**config.mk**
```make
export PLATFORM = sky130hd
export DESIGN_NAME = beam_tx_sequencer
export DESIGN_NICKNAME = d
export VERILOG_FILES = /design/src/rtl/beam_pkg.sv /design/src/rtl/beam_tick_gen.sv /design/src/rtl/beam_tx_sequencer.sv
export SDC_FILE = /design/constraint.sdc
export NUM_CORES = 1
export LEC_CHECK = 0
export CAP_MARGIN = 20
export CORE_ASPECT_RATIO = 0.75
export CORE_MARGIN = 2
export CORE_UTILIZATION = 42
export CTS_CLUSTER_SIZE = 10
export DETAILED_ROUTE_END_ITERATION = 16
export PLACE_DENSITY = 0.65
export RECOVER_POWER = 25
export SLEW_MARGIN = 0
export SYNTH_ARGS = -nofsm -noshare
export SYNTH_HDL_FRONTEND = slang
export SYNTH_SLANG_ARGS = --single-unit
```
**constraint.sdc**
```tcl
create_clock -name clock -period 7.8 [get_ports clock]
set_input_delay 0.78 -clock clock [delete_from_list [all_inputs] [get_ports clock]]
set_output_delay 0.78 -clock clock [all_outputs]
set_load 0.05 [all_outputs]
```
**src/rtl/beam_pkg.sv**
```systemverilog
// Shared definitions for the beam transmit sequencer: FSM encoding and default widths.
package beam_pkg;

    localparam int DEF_NUM_CH  = 32'd8;
    localparam int DEF_CNT_W   = 32'd12;
    localparam int DEF_DIV_W   = 32'd8;
    localparam int DEF_BURST_W = 32'd4;

    typedef enum logic [1:0] {
        ST_IDLE = 2'd0,
        ST_RUN  = 2'd1,
        ST_DONE = 2'd2
    } state_t;

endpackage

```
**src/rtl/beam_tick_gen.sv**
```systemverilog
// Tick prescaler: one tick every div_ratio+1 enabled clocks, counter held at zero while disabled.
module beam_tick_gen
    import beam_pkg::*;
#(
    parameter int DIV_W = DEF_DIV_W
) (
    input  logic             clock,
    input  logic             reset_n,
    input  logic             en,
    input  logic [DIV_W-1:0] div_ratio,
    output logic             tick
);

    logic [DIV_W-1:0] cnt_r;

    assign tick = en && (cnt_r == div_ratio);

    // Prescale counter; clearing while disabled makes every burst start from count 0.
    always_ff @(posedge clock or negedge reset_n) begin
        if (!reset_n) begin
            cnt_r <= '0;
        end else if (!en) begin
            cnt_r <= '0;
        end else if (tick) begin
            cnt_r <= '0;
        end else begin
            cnt_r <= cnt_r + DIV_W'(1);
        end
    end

endmodule

```
**src/rtl/beam_tx_sequencer.sv**
```systemverilog
// Multi-channel ultrasound transmit pulse sequencer: shadowed burst configuration,
// prescaled tick counter and per-channel pos/neg window compare driving the pulser pins.
module beam_tx_sequencer
    import beam_pkg::*;
#(
    parameter int NUM_CH  = DEF_NUM_CH,
    parameter int CNT_W   = DEF_CNT_W,
    parameter int DIV_W   = DEF_DIV_W,
    parameter int BURST_W = DEF_BURST_W
) (
    input  logic                    clock,
    input  logic                    reset_n,
    input  logic                    start,
    input  logic                    stop,
    input  logic [DIV_W-1:0]        div_ratio,
    input  logic [CNT_W-1:0]        period,
    input  logic [CNT_W-1:0]        on_time,
    input  logic [NUM_CH*CNT_W-1:0] delay_flat,
    input  logic [NUM_CH-1:0]       ch_mask,
    input  logic                    bipolar,
    input  logic [BURST_W-1:0]      burst_len,
    output logic [NUM_CH-1:0]       pos_out,
    output logic [NUM_CH-1:0]       neg_out,
    output logic                    busy,
    output logic                    done
);

    // Two guard bits so delay + 2*on_time never wraps in the window compare.
    localparam int CMP_W = CNT_W + 2;

    state_t state_r;
    state_t state_s;

    logic [DIV_W-1:0]        div_r;
    logic [CNT_W-1:0]        period_r;
    logic [CNT_W-1:0]        on_time_r;
    logic [NUM_CH*CNT_W-1:0] delay_r;
    logic [NUM_CH-1:0]       mask_r;
    logic                    bipolar_r;
    logic [BURST_W-1:0]      burst_r;

    logic [CNT_W-1:0]   tick_cnt_r;
    logic [BURST_W-1:0] burst_cnt_r;

    logic [NUM_CH-1:0] pos_r;
    logic [NUM_CH-1:0] neg_r;
    logic              busy_r;
    logic              done_r;

    logic              run_s;
    logic              tick_s;
    logic              wrap_s;
    logic              last_s;
    logic              capture_s;
    logic [NUM_CH-1:0] pos_s;
    logic [NUM_CH-1:0] neg_s;

    assign run_s  = (state_r == ST_RUN);
    assign wrap_s = tick_s && (tick_cnt_r == (period_r - CNT_W'(1)));
    assign last_s = wrap_s && (burst_cnt_r == (burst_r - BURST_W'(1)));

    beam_tick_gen #(
        .DIV_W (DIV_W)
    ) u_tick_gen (
        .clock     (clock),
        .reset_n   (reset_n),
        .en        (run_s),
        .div_ratio (div_r),
        .tick      (tick_s)
    );

    // FSM state register.
    always_ff @(posedge clock or negedge reset_n) begin
        if (!reset_n) begin
            state_r <= ST_IDLE;
        end else begin
            state_r <= state_s;
        end
    end

    // Next-state logic; stop outranks both start and normal burst completion.
    always_comb begin
        state_s   = state_r;
        capture_s = 1'b0;
        case (state_r)
            ST_IDLE: begin
                if (start && !stop) begin
                    capture_s = 1'b1;
                    if (period == '0) begin
                        state_s = ST_DONE;
                    end else begin
                        state_s = ST_RUN;
                    end
                end else begin
                    state_s = ST_IDLE;
                end
            end
            ST_RUN: begin
                if (stop) begin
                    state_s = ST_IDLE;
                end else if (last_s) begin
                    state_s = ST_DONE;
                end else begin
                    state_s = ST_RUN;
                end
            end
            ST_DONE: begin
                state_s = ST_IDLE;
            end
            default: begin
                state_s = ST_IDLE;
            end
        endcase
    end

    // Shadow copy of the configuration, frozen for the whole burst.
    always_ff @(posedge clock or negedge reset_n) begin
        if (!reset_n) begin
            div_r     <= '0;
            period_r  <= '0;
            on_time_r <= '0;
            delay_r   <= '0;
            mask_r    <= '0;
            bipolar_r <= 1'b0;
            burst_r   <= '0;
        end else if (capture_s) begin
            div_r     <= div_ratio;
            period_r  <= period;
            on_time_r <= on_time;
            delay_r   <= delay_flat;
            mask_r    <= ch_mask;
            bipolar_r <= bipolar;
            burst_r   <= (burst_len == '0) ? BURST_W'(1) : burst_len;
        end else begin
            div_r     <= div_r;
            period_r  <= period_r;
            on_time_r <= on_time_r;
            delay_r   <= delay_r;
            mask_r    <= mask_r;
            bipolar_r <= bipolar_r;
            burst_r   <= burst_r;
        end
    end

    // Tick position within the period and number of completed periods.
    always_ff @(posedge clock or negedge reset_n) begin
        if (!reset_n) begin
            tick_cnt_r  <= '0;
            burst_cnt_r <= '0;
        end else if (capture_s) begin
            tick_cnt_r  <= '0;
            burst_cnt_r <= '0;
        end else if (run_s && tick_s) begin
            if (wrap_s) begin
                tick_cnt_r  <= '0;
                burst_cnt_r <= burst_cnt_r + BURST_W'(1);
            end else begin
                tick_cnt_r  <= tick_cnt_r + CNT_W'(1);
                burst_cnt_r <= burst_cnt_r;
            end
        end else begin
            tick_cnt_r  <= tick_cnt_r;
            burst_cnt_r <= burst_cnt_r;
        end
    end

    // Per-channel firing windows: pos in [d, d+w), neg in [d+w, d+2w); disjoint by construction.
    for (genvar i = 0; i < NUM_CH; i++) begin : g_ch
        logic [CMP_W-1:0] d_s;
        logic [CMP_W-1:0] w_s;
        logic [CMP_W-1:0] t_s;

        assign d_s = {2'b00, delay_r[i*CNT_W +: CNT_W]};
        assign w_s = {2'b00, on_time_r};
        assign t_s = {2'b00, tick_cnt_r};

        assign pos_s[i] = mask_r[i] && (t_s >= d_s) && (t_s < (d_s + w_s));
        assign neg_s[i] = mask_r[i] && bipolar_r
                          && (t_s >= (d_s + w_s)) && (t_s < (d_s + w_s + w_s));
    end

    // Registered pin drive; anything other than a RUN->RUN step forces the pulsers off.
    always_ff @(posedge clock or negedge reset_n) begin
        if (!reset_n) begin
            pos_r  <= '0;
            neg_r  <= '0;
            busy_r <= 1'b0;
            done_r <= 1'b0;
        end else begin
            if (run_s && (state_s == ST_RUN)) begin
                pos_r <= pos_s;
                neg_r <= neg_s;
            end else begin
                pos_r <= '0;
                neg_r <= '0;
            end
            busy_r <= (state_s == ST_RUN);
            done_r <= (state_s == ST_DONE);
        end
    end

    assign pos_out = pos_r;
    assign neg_out = neg_r;
    assign busy    = busy_r;
    assign done    = done_r;

endmodule

```
* After elaboration in Yosys (flattened, before gate mapping)
Index checks and enable logic that the tools add are counted.
** Operators by class
- Add/sub/neg operators :: 21
- $lt $le $gt $ge :: 32
- Equality and inequality tests :: 6
- Mux-type cells :: 18
- Reduce and logical (&&, ||, !) cells :: 53
** Operator list (number)
- $lt 12x14->1 :: 16
- $add 13x12->14 :: 8
- $ge 12x14->1 :: 8
- $add 12x12->13 :: 8
- $ge 12x12->1 :: 8
- $logic_and 1x1->1 :: 46
- $mux 12 :: 3
- $mux 8 :: 4
- $mux 4 :: 4
- $add 12x1->12 const B :: 1
- $eq 12x12->1 :: 1
- $logic_not 12->1 :: 1
- $sub 12x1->12 const B :: 1
- $add 8x1->8 const B :: 1
- $eq 8x8->1 :: 1
- $mux 2 :: 4
- $add 4x1->4 const B :: 1
- $eq 2x1->1 const B :: 2
- $eq 4x4->1 :: 1
- $logic_not 4->1 :: 1
- $pmux 2 s2 :: 1
- $reduce_bool 2->1 :: 2
- $sub 4x1->4 const B :: 1
- $eq 2x2->1 const B :: 1
- 4 further kinds :: 5
** Storage, ports and cells
- Flip-flop bits (word level) :: 185
- Input bits :: 145
- Output and inout bits :: 18

* Depth between registers and ports, before layout
- Depth in word-level cells :: 10
- Mapped depth :: 22

* Hierarchy
A second synthesis with hierarchy kept.
** Second synthesis, totals
- Cells, all modules :: 2661
- Area, all modules :: 22171.3 µm²
** By module, submodules not included
- beam_tx_sequencer :: instances 1, cells an instance 2614, area an instance 21679.5 µm²
- beam_tick_gen :: instances 1, cells an instance 47, area an instance 491.7 µm²

* Worst setup path before layout
No wires, ideal clock.
- Path type :: flip-flop to flip-flop
- Start :: register on_time_r[1]
- End :: register neg_r[7] (netlist: neg_out[7])
- Data arrival time :: 4.438 ns
- Data required time :: 7.693 ns
- Setup slack :: 3.255 ns
- Stages on the path, launching flop included :: 20
- Clock period less this slack :: 4.545 ns
- Cell sequence :: dfrtp_1 -> ha_1 -> a21o_1 -> a21oi_1 -> o21ai_0 -> a41oi_1 -> nor2b_1 -> o21a_1 -> nor2_1 -> xnor2_1 -> ha_1 -> inv_1 -> o22ai_1 -> a211o_1 -> a21oi_1 -> xor2_1 -> ha_1 -> nor4_1 -> a311oi_1 -> a2111oi_4
** On the way
- Longest elaborated chain between the ends :: 5
** RTL lines
- from (decl) :: RTL line beam_tx_sequencer.sv:36 : logic [CNT_W-1:0] on_time_r;
- from (signal assigned) :: RTL line beam_tx_sequencer.sv:129 : on_time_r <= on_time;
- from (signal assigned) :: RTL line beam_tx_sequencer.sv:137 : on_time_r <= on_time_r;
- $add 12x12->13 :: RTL line beam_tx_sequencer.sv:179 : && (t_s >= (d_s + w_s)) && (t_s < (d_s + w_s + w_s));
- $add 13x12->14 / $ge 12x14->1 (equally long branches) :: RTL line beam_tx_sequencer.sv:179
- $lt 12x14->1 / $logic_and 1x1->1 (equally long branches) :: RTL line beam_tx_sequencer.sv:179
- $logic_and 1x1->1 (*) :: RTL line beam_tx_sequencer.sv:179
- $mux 8 (*) :: RTL line beam_tx_sequencer.sv:190 : if (run_s && (state_s == ST_RUN)) begin
- to (signal assigned) :: RTL line beam_tx_sequencer.sv:192 : neg_r <= neg_s;
- to (decl) :: RTL line beam_tx_sequencer.sv:46 : logic [NUM_CH-1:0] neg_r;
Mark *: on every way between the ends. The rest lies on a longest branch, timed or not.
A chain may end at the register's enable or synchronous reset.

==> impl_metrics.tcl <==
set metrics [dict create \
    synth_edf_count 0 \
    cts_tree "yes" \
    synth.top_cell.area_share_pct 28.2 \
    final_antenna_net_count 0 \
    setup_viol 0 \
    drive_gt1_share_pct 2.61 \
    fillerInstances 4966 \
    clockBufferDepth 2 \
    diodes 0 \
    rsz0062_at_grt "no" \
    critical_path_buf_inv_count 2 \
    netlist_area_um2 21900 \
    chipWidth_um 267 \
    synth_cell_types 66 \
    boundaryPins 163 \
    grt_overflow 0 \
    cap_violations 1 \
    min_to "period_r[11]$_DFFE_PN0P_" \
    port-buffer-count 162 \
    synth_most_common_cell "ha_1" \
    ir_worst_vdd_v 0.000135 \
    nNetsFinal 3440 \
    vias 19364 \
    antenna_found_initial 1 \
    syn_inst 2623 \
    clock_latency_ps 480 \
    instances_no_fill 3502 \
    r2r_end "neg_out[6]$_DFF_PN0_" \
    htree_levels 4 \
    crit_path_top_delay_cell "clkbuf_1" \
    finalWeightedCongestion 0.883 \
    hold_viol_final 0 \
    cts-resized-gates 0 \
    r2r_cells 19 \
    cp_slowest_stage_delay_ps 3680 \
    cp_top_family "buffers and inverters" \
    postCtsHoldBufs 0 \
    fp-row-count 72 \
    drtPass1Iterations 7 \
    via_per_inst 5.53 \
    synthArstFlopShare_pct 100 \
    skew_ps 13.2 \
    endpoint_kind "asynchronous set/reset pin" \
    cp.arrival_ps 5890 \
    min_path_type "flop to flop" \
    root_buffer "clkbuf_16" \
    worst_slew_pin_slew_ps 5400 \
    finalSetupTns_ps 0 \
    status "complete, but fails checks" \
    post_synth_main_area_contributors "ha_1 (28%), dfrtp_1 (21%), o21ai_0 (5.3%)" \
    grt_max_degree 216 \
    drtIter0Drc 1221 \
    synth_top_flop_cell "dfrtp_1" \
    hold_depth 2 \
    avgSynthCellArea_um2 8.33 \
    drc_errors 0 \
    dp_hpwl_um 46200 \
    final_max_slew_viol_count 90 \
    holdCritStartpoint "period_r[11]$_DFFE_PN0P_" \
    p_per_area_nw_per_um2 301 \
    violations "max-capacitance violations, max-slew violations" \
    worstSetupStartpointType "primary input" \
    relSlewSlack_pct -260 \
    yosysWarnings 0 \
    die_h_um 202 \
    cts_setup_buffers 0 \
    critPathMaxFanout 89 \
    syn_to_final_growth_pct 14.3 \
    fin_crit_sh_pct 70.0 \
    cts_buffers 17 \
    period_minus_slack_ps 5460 \
    coreArea_um2 51400 \
    synth_top_cell_by_area "ha_1" \
    grt_pass1_wl_um 102000 \
    yosysSeqAreaShare_pct 21.2 \
    dieArea_um2 53900 \
    rr_startpoint "on_time_r[0]$_DFFE_PN0P_" \
    max_freq_mhz 183 \
    r2r_setup_slack_ps 2660 \
    leakagePower_nw 12.6 \
    ys_ff_latch 185 \
    drt-total-wl_um 64000 \
    cp.required_ps 8230 \
    grtUsageTotal_pct 23.9 \
    avgRoutedWirePerCell_um 18.3 \
    crit_type "primary input to asynchronous set/reset pin" \
    cp_cell_sequence "clkbuf_1 -> clkbuf_2" \
    place_inst 3470 \
    clkTransAtPathRegs_ps 80 \
    grt_pass1_vias 19557 \
    synthesis.nets 3277 \
    cts_sinks 185 \
    synth_commonest_cells "ha_1 (493), nand2_1 (297), inv_1 (255)" \
    start_util_pct 42.5 \
]
## placed cells by master (no fill, tap or decap), drive strengths merged, types with 5 or more instances in the layout
cell / netlist / layout
nor4: 13 / 13
o211ai: 12 / 12
a21boi: 5 / 5
nor3: 53 / 53
a21oi: 174 / 174
ha: 493 / 493
o21bai: 37 / 37
o2111ai: 10 / 10
o21a: 26 / 26
o41ai: 14 / 14
a211oi: 24 / 24
clkdlybuf4s50: 0 / 161
a2111oi: 7 / 7
buf: 11 / 29
a21o: 89 / 89
fa: 16 / 16
nand4: 26 / 26
nor2: 146 / 146
dfrtp: 185 / 185
o311ai: 5 / 5
o21ai: 232 / 232
o22ai: 12 / 12
and3: 13 / 13
xor2: 94 / 94
nand2b: 21 / 21
nor2b: 50 / 50
nor4b: 5 / 5
nor3b: 6 / 6
clkbuf: 37 / 21
a31oi: 14 / 14
a211o: 16 / 16
clkinv: 0 / 6
or2: 5 / 5
inv: 255 / 262
nand3: 38 / 38
xnor2: 130 / 130
and4: 5 / 5
nand2: 297 / 297
## through the flow
stage | total power, W | utilization (%) | worst slack (ps) | hold WS (ps) | cell area [um^2]
after CTS | 0.00752 | 48.6 | 2710 | 381 | 25000
after floorplan | 0.00536 | - | 3250 | 455 | 21900
final | 0.00753 | 48.6 | 2340 | 504 | 25000
after global placement | 0.00630 | 47.4 | 2880 | 483 | 24400
after global routing | 0.00834 | 48.6 | 1240 | 519 | 25000
after detailed placement | 0.00653 | 47.4 | 2780 | 488 | 24400
## state kept, by name, summed over array words and instances, names as in the netlist, 12 cells and up
| signal | cells |
|---|---|
| delay_r | 96 |
| on_time_r | 12 |
| period_r | 12 |
| tick_cnt_r | 12 |
## final cells by class
type | count | area [um^2] | share of cell area (%)
clock buffers | 19 | 433 | 1.73
clock inverters | 13 | 154 | 0.616
inverters | 255 | 957 | 3.83
multi-input cells | 2135 | 16100 | 64.4
flip-flops and latches | 185 | 4630 | 18.5
well taps | 703 | 880 | 3.52
repair buffers | 192 | 1850 | 7.41
## kinds of logic after synthesis
kind of cell    count (synthesis)  synth area share [%]
compound gates                707                  20.1
simple gates                  694                  14.7
fa+ha+maj                     509                  29.7
buf+inv                       303                  5.30
xor+xnor                      224                  8.98
flops                         185                  21.2
mux                             1                0.0458
## metal layers
metal  part of all wire, %  up-vias  global-route usage [%]
li1                      -     9606                       -
met1                    47     9235                    31.5
met2                    47      419                    40.9
met3                   3.7      104                    3.08
met4                   2.2        0                    6.50
met5                     0        -                       0
## worst max path at each step
stage                                        start                     end  slack [ps]  cells after the start
after floorplan           on_time_r[1]$_DFFE_PN0P_    neg_out[7]$_DFF_PN0_        3250                     19
after global placement    on_time_r[0]$_DFFE_PN0P_    neg_out[6]$_DFF_PN0_        2880                     18
after detailed placement  on_time_r[0]$_DFFE_PN0P_    neg_out[6]$_DFF_PN0_        2780                     18
after CTS                 on_time_r[0]$_DFFE_PN0P_    neg_out[6]$_DFF_PN0_        2710                     19
after global routing                       reset_n  delay_r[9]$_DFFE_PN0P_        1240                      2
final                                      reset_n  burst_r[2]$_DFFE_PN0P_        2340                      2
## where the power goes
part | internal, W | switching [W] | total [W]
sequential | 0.00111 | 0.000132 | 0.00124
combinational | 0.00235 | 0.00303 | 0.00538
clock | 0.000432 | 0.000482 | 0.000913
Power figures use the tool's default switching activity.
